$ cat src/rtl/rshift_pkg.sv
// Shared widths, per-stage shift amounts and the payload carried between
// the three registered stages of the right barrel shifter.
package rshift_pkg;

  localparam int WIDTH = 8;
  localparam int SEL_W = 3;

  localparam int SH_S1 = 4;
  localparam int SH_S2 = 2;
  localparam int SH_S3 = 1;

  typedef struct packed {
    logic [WIDTH-1:0] data;
    logic [SEL_W-1:0] sel_rem;
    logic             fill;
  } payload_t;

  // Right shift by sh with the vacated MSBs taking the fill bit.
  function automatic logic [WIDTH-1:0] shr_fill(input logic [WIDTH-1:0] d,
                                                input logic             fill,
                                                input int unsigned      sh);
    return (d >> sh) | ({WIDTH{fill}} & ~({WIDTH{1'b1}} >> sh));
  endfunction

endpackage

$ cat src/rtl/rshift_stage.sv
// One valid/ready register stage: conditionally shifts the payload right by
// SHAMT using the latched fill bit, and can load whenever it is empty.
module rshift_stage
  import rshift_pkg::*;
#(
  parameter int SHAMT = 1
) (
  input  logic     clk,
  input  logic     rst_n,
  input  logic     valid_i,
  input  payload_t payload_i,
  output logic     ready_o,
  input  logic     ready_i,
  output logic     valid_o,
  output payload_t payload_o
);

  // SHAMT is a power of two; its log2 names the select bit this stage obeys.
  localparam int SEL_BIT = $clog2(SHAMT);

  logic     valid_q, valid_d;
  payload_t payload_q, payload_d;

  assign ready_o = !valid_q | ready_i;

  always_comb begin
    valid_d   = valid_q;
    payload_d = payload_q;
    if (ready_o) begin
      valid_d = valid_i;
      if (valid_i) begin
        payload_d = payload_i;
        if (payload_i.sel_rem[SEL_BIT]) begin
          payload_d.data = shr_fill(payload_i.data, payload_i.fill, SHAMT);
        end
      end
    end
  end

  always_ff @(posedge clk) begin
    if (!rst_n) begin
      valid_q   <= 1'b0;
      payload_q <= '0;
    end else begin
      valid_q   <= valid_d;
      payload_q <= payload_d;
    end
  end

  assign valid_o   = valid_q;
  assign payload_o = payload_q;

endmodule

$ cat src/rtl/right_shift_pipe.sv
// Pipelined 8-bit right barrel shifter: shift by 4, 2, 1 in three registered
// stages with logical/arithmetic fill and valid/ready on both sides.
module right_shift_pipe
  import rshift_pkg::*;
#(
  parameter bit ARITH_EN = 1'b1
) (
  input  logic             clk,
  input  logic             rst_n,
  input  logic [WIDTH-1:0] a,
  input  logic             s2,
  input  logic             s1,
  input  logic             s0,
  input  logic             arith,
  input  logic             in_valid,
  output logic             in_ready,
  output logic [WIDTH-1:0] o,
  output logic             out_valid,
  input  logic             out_ready
);

  logic     fill;
  payload_t pl0, pl1, pl2, pl3;
  logic     v1, v2, v3;
  logic     rdy1, rdy2, rdy3;
  logic     unused_tail;

  // Fill is decided once from the original sign bit and travels with the word.
  assign fill = arith & ARITH_EN & a[WIDTH-1];
  assign pl0  = {a, s2, s1, s0, fill};

  rshift_stage #(.SHAMT(SH_S1)) u_s1 (
    .clk(clk), .rst_n(rst_n),
    .valid_i(in_valid), .payload_i(pl0), .ready_o(rdy1),
    .ready_i(rdy2), .valid_o(v1), .payload_o(pl1)
  );

  rshift_stage #(.SHAMT(SH_S2)) u_s2 (
    .clk(clk), .rst_n(rst_n),
    .valid_i(v1), .payload_i(pl1), .ready_o(rdy2),
    .ready_i(rdy3), .valid_o(v2), .payload_o(pl2)
  );

  rshift_stage #(.SHAMT(SH_S3)) u_s3 (
    .clk(clk), .rst_n(rst_n),
    .valid_i(v2), .payload_i(pl2), .ready_o(rdy3),
    .ready_i(out_ready), .valid_o(v3), .payload_o(pl3)
  );

  assign in_ready  = rdy1 & rst_n;
  assign o         = pl3.data;
  assign out_valid = v3;

  assign unused_tail = ^{pl3.sel_rem, pl3.fill};

endmodule

$ cat config.mk
export PLATFORM = sky130hd
export DESIGN_NAME = right_shift_pipe
export DESIGN_NICKNAME = d
export VERILOG_FILES = /design/src/rtl/rshift_pkg.sv /design/src/rtl/rshift_stage.sv /design/src/rtl/right_shift_pipe.sv
export SDC_FILE = /design/constraint.sdc
export NUM_CORES = 1
export LEC_CHECK = 0
export BUFFER_PORTS_ARGS = -buffer_cell sky130_fd_sc_hd__buf_4
export CELL_PAD_IN_SITES_DETAIL_PLACEMENT = 0
export CELL_PAD_IN_SITES_GLOBAL_PLACEMENT = 1
export CORE_ASPECT_RATIO = 0.9
export CORE_MARGIN = 5
export CORE_UTILIZATION = 44
export CTS_BUF_LIST = sky130_fd_sc_hd__clkbuf_4 sky130_fd_sc_hd__clkbuf_8
export CTS_CLUSTER_SIZE = 10
export DETAILED_ROUTE_END_ITERATION = 8
export GPL_TIMING_DRIVEN = 0
export PLACE_DENSITY = 0.85
export SYNTH_ARGS = -nofsm -noshare
export SYNTH_HDL_FRONTEND = slang
export SYNTH_SLANG_ARGS = --single-unit
$ cat constraint.sdc
create_clock -name clk -period 1.35 [get_ports clk]
set_input_delay 0.3375 -clock clk [delete_from_list [all_inputs] [get_ports clk]]
set_output_delay 0.3375 -clock clk [all_outputs]
set_load 0.02 [all_outputs]
## After elaboration in Yosys (flattened, before gate mapping)

Cells that the tools add are included.

| word-level totals | value |
|---|---|
| flip-flop bits (word level) | 32 |
| input bits | 16 |
| output and inout bits | 10 |
| logic and storage cells | 27 |

| cells by class | value |
|---|---|
| multiplexer cells | 3 |
| bitwise logic cells | 8 |
| reduce and logical (&&, ||, !) cells | 6 |

Operators with widths:

| cell | number |
|---|---|
| $mux W8 | 3 |
| $or A4 B8 Y8 | 1 |
| $or A6 B8 Y8 | 1 |
| $or A7 B8 Y8 | 1 |
| $reduce_and A2 Y1 | 3 |
| $logic_not A1 Y1 | 3 |
| $or A1 B1 Y1 | 3 |
| $and A1 B1 Y1 | 2 |

## Depth between registers and ports, before layout

| logic depth | value |
|---|---|
| depth after elaboration | 5 |
| depth in mapped cells | 5 |
| mapped depth without buffers | 3 |

## Cells and area by module

A second synthesis with hierarchy kept.

| unflattened totals | value |
|---|---|
| cells, all modules | 179 |
| area total of the unflattened synthesis | 1840.5 sq um |

Modules (own cells, without submodules):

| module | times used | cells an instance | area each (sq um) | seq. area each (sq um) |
|---|---|---|---|---|
| rshift_stage | 3 | 59 | 609.3 | 260.2 |
| right_shift_pipe | 1 | 2 | 12.5 | 0.0 |

## Least setup slack after synthesis

OpenSTA, ideal clock, no wires.

| timing | value |
|---|---|
| kind | reg2reg |
| start | register u_s3.valid_q, in the netlist u_s3.valid_o |
| end | register u_s2.payload_q, in the netlist u_s2.payload_o[10] |
| library setup time | 0.116 ns |
| arrival time | 1.243 ns |
| data required time | 1.234 ns |
| path slack | -0.009 ns |
| stages on the path, launching flop included | 5 |
| path buffers | 1 |
| clock period less this slack | 1.359 ns |
| cells stage by stage | dfxtp_1 nand3b_2 and2_4 buf_6 o211a_1 |

| on the way | value |
|---|---|
| word-level cells in the longest chain between the ends | 4 |

Ends and longest elaborated chain:

| element | line | text |
|---|---|---|
| from (decl) | rshift_stage.sv:21 | `logic valid_q, valid_d;` |
| from (signal assigned) | rshift_stage.sv:45 | `valid_q <= valid_d;` |
| $logic_not A1 Y1 | rshift_stage.sv:24 | `assign ready_o = !valid_q \| ready_i;` |
| $or A1 B1 Y1 (2 in a row) | rshift_stage.sv:24 |  |
| $reduce_and A2 Y1 (no source line) | - |  |
| to (signal assigned) | rshift_stage.sv:46 | `payload_q <= payload_d;` |
| to (decl) | rshift_stage.sv:22 | `payload_t payload_q, payload_d;` |

No other way between the ends.
A chain may end at the register's enable or synchronous reset.

## Worst setup path after layout

| timing | value |
|---|---|
| start | register u_s2.valid_q, in the netlist u_s2.valid_o |
| end | output in_ready |

| on the way | value |
|---|---|
| word-level cells in the longest chain between the ends | 4 |

Ends and longest elaborated chain:

| element | line | text |
|---|---|---|
| from (decl) | rshift_stage.sv:21 |  |
| from (signal assigned) | rshift_stage.sv:45 |  |
| $logic_not A1 Y1 | rshift_stage.sv:24 |  |
| $or A1 B1 Y1 (2 in a row) | rshift_stage.sv:24 |  |
| $and A1 B1 Y1 | right_shift_pipe.sv:50 | `assign in_ready = rdy1 & rst_n;` |
| to (decl) | right_shift_pipe.sv:16 | `output logic in_ready,` |

No other way between the ends.

==> results.toml <==
[final_layout]
register_area_sq_um = 649
diodes = 0
nets = 195
fill_cells = 304
layoutNonFillerInstCount = 224
multi_input_area_sq_um = 766
layout-drive-gt1-share_pct = 31.1
areaGrowthSynthToFinish_pct = 25.1

[logic_synthesis]
synthAdderAreaFrac_pct = 0
yosys.cell_types.count = 20
synth_area_sq_mm = 0.00150
synth-simple-area-share_pct = 14.2
ys_ff_latch = 32
synth_compound_area_share_pct = 19.3
synth_xor_area_share_pct = 0
synthMuxAreaShare_pct = 17.3
syn-mean-instance-area_sq_um = 10.3
synth_top_family_by_area = "compound AO/OA/AOI/OAI gates"
yosys_warnings = 0
ys_seq_area_share_pct = 42.7
syn-num-nets = 162
netlist_instances = 146

[power]
p_leak_nw = 0.985
p_per_area_mw_per_mm2 = 1120
total_power_mw = 2.11
ir_drop_uv = 573

[sta]
period_minus_slack_ps = 1400
setup_ws_ps = -50.7
worst_pin_slew_ps = 482
skew_ps = 1.67
slew_headroom_pct = 67.8
finalMaxSlewViolations = 0
hold_violations = 0
setup_violations = 1
fmax_mhz = 714
rsz0062_at_grt = "yes"
timing.final.crit_share_pct = 104

[floorplanning]
ios = 26
rows = 20
core_sq_mm = 0.00333
die_area_sq_mm = 0.00468
initial_utilization_pct = 45.1
die_w_um = 71.6
die_h_um = 65.4

[setup_path]
end_kind = "output port"
crit_path_start_kind = "flip-flop"
path_class = "flip-flop to output port"
critPathRequiredTime_ps = 1010
worstPathMaxFanout = 3
cp_cell_sequence = "nand4b_4, and2_4, buf_6"
slowest_stage = "dfxtp_4"
cpPeakStageDelay_ps = 370
cp.arrival_ps = 1060

[drt]
vias_per_cell = 5.32
dr_total_vias = 1191
drtPass1Iterations = 5
drtAntennaViolNets = 0
wire_per_inst_um = 13.7
post-route-drc-count = 0
drt_iter0_markers = 77
wl_mm = 3.06

[global_route]
grt_max_degree = 15
antenna_found_initial = 0
grt_pass1_wl_mm = 5.46
grt_overflow = 0
grt_usage_pct = 14.6
grt_pass1_vias = 1223

[cts]
cts_sinks = 32
tritoncts = "yes"
path_clk_slew_ps = 60
hold_buffers = 0
numCtsBuffers = 5
insertion_delay_ps = 280
clockRootBuffer = "clkbuf_8"
cts_buffer_depth = 2
cts_max_level = 2

[placed_design]
dp_hpwl_mm = 2.35
placed_cells = 213
place.port_buffers = 23
post-place-ws_ps = -105
place.gp.congestion = 0.781

[status]
violations = "setup timing"
outcome = "finished, violations left"

[min_path]
hp-class = "input pin to flip-flop"

[flow_run]
cap_violations = 0
==> cells by family after synthesis <==
group,Yosys count
AOI/OAI and AO/OA,33
buffers and inverters,18
DFF,32
and+or+nand+nor,37
muxes,26
==> synthesized netlist by cell type <==
cell type / count / area share (%)
a211oi_2: 3 / 2.5
a21oi_1: 9 / 3.0
and2_1: 2 / 0.83
and2_4: 2 / 1.2
and3_1: 1 / 0.42
buf_2: 6 / 2.0
buf_6: 3 / 2.2
clkbuf_1: 4 / 1.0
clkinv_1: 1 / 0.25
dfxtp_1: 32 / 43
inv_1: 3 / 0.75
inv_2: 1 / 0.25
mux2i_1: 26 / 17
nand2_1: 8 / 2.0
nand2b_1: 1 / 0.42
nand3_1: 21 / 7.0
nand3b_2: 1 / 0.75
nand4b_4: 1 / 1.6
o211a_1: 20 / 13
o211ai_1: 1 / 0.50
==> registers in the layout (all words and copies together), names as in the netlist <==
signal          count
u_s1.valid_o        1
u_s3.payload_o      8
u_s2.payload_o     10
u_s3.valid_o        1
u_s1.payload_o     11
u_s2.valid_o        1
==> power breakdown <==
part	internal (mW)	leakage, nW	switching, mW
registers	0.999	0.265	0.0382
clock network	0.455	0.0523	0.323
logic	0.148	0.668	0.143
==> layout by cell type (no fill, tap or decap), types with 5 or more instances in the layout <==
cell type  instances
dfxtp_1           29
buf_4             25
o211a_1           20
buf_2              5
a21oi_1            9
buf_6              6
mux2i_1           26
nand2_1            8
clkbuf_8           6
nand3_1           21
==> worst max-delay path, delay by kind of cell, from the launching register on <==
kind | cells | cell delay [ps]
flip-flops | 1 | 370
buffers and inverters | 1 | 120
AND/OR/NAND/NOR | 2 | 290
==> final timing paths <==
kind                                                startpoint                               to  slack (ps)  depth (start not counted)
worst max register to register       u_s3.valid_o$_SDFFE_PN0P_  u_s2.payload_o[11]$_SDFFE_PN0P_          20                          5
worst min register to register  u_s2.payload_o[0]$_SDFFE_PN0P_   u_s2.payload_o[0]$_SDFFE_PN0P_         470                          2
worst min-delay path                                        s1   u_s1.payload_o[2]$_SDFFE_PN0P_         310                          3
worst max-delay path                 u_s2.valid_o$_SDFFE_PN0P_                         in_ready         -50                          3
==> timing repair <==
| item | CTS | global route |
|---|---|---|
| pin swaps | 2 | 1 |
| gates resized for setup | 9 | 3 |
| endpoints found under the setup margin | 1 | 24 |
| buffers inserted | 3 | 2 |
==> final cells by class <==
cell class                      instances  area share, %
Multi-Input combinational cell         96           40.8
Sequential cell                        32           34.6
Timing Repair Buffer                   28           11.8
Clock buffer                            8           5.20
Buffer                                 11           3.73
Tap cell                               44           2.93
Inverter                                5          0.999
==> layer usage <==
metal,up-vias,global-route usage (%),share of wire [%]
met5,-,0,0
met4,0,4.23,1.1
met3,6,4.74,3.0
met2,9,24.7,49
met1,579,17.8,47
li1,597,-,-
==> through the flow <==
stage / setup TNS [ps] / hold WS [ps] / cell area (sq um) / utilization [%]
6_report: -50.7 / 313 / 1880 / 56.4
5_1_grt: -559 / 325 / 1880 / 56.4
4_1_cts: -152 / 312 / 1870 / 56.2
3_5_place_dp: -1170 / 470 / 1730 / 52.0
3_3_place_gp: -762 / 453 / 1730 / 52.0
2_1_floorplan: 0 / 434 / 1500 / -
Note: power is estimated with default switching activity, not from simulation.
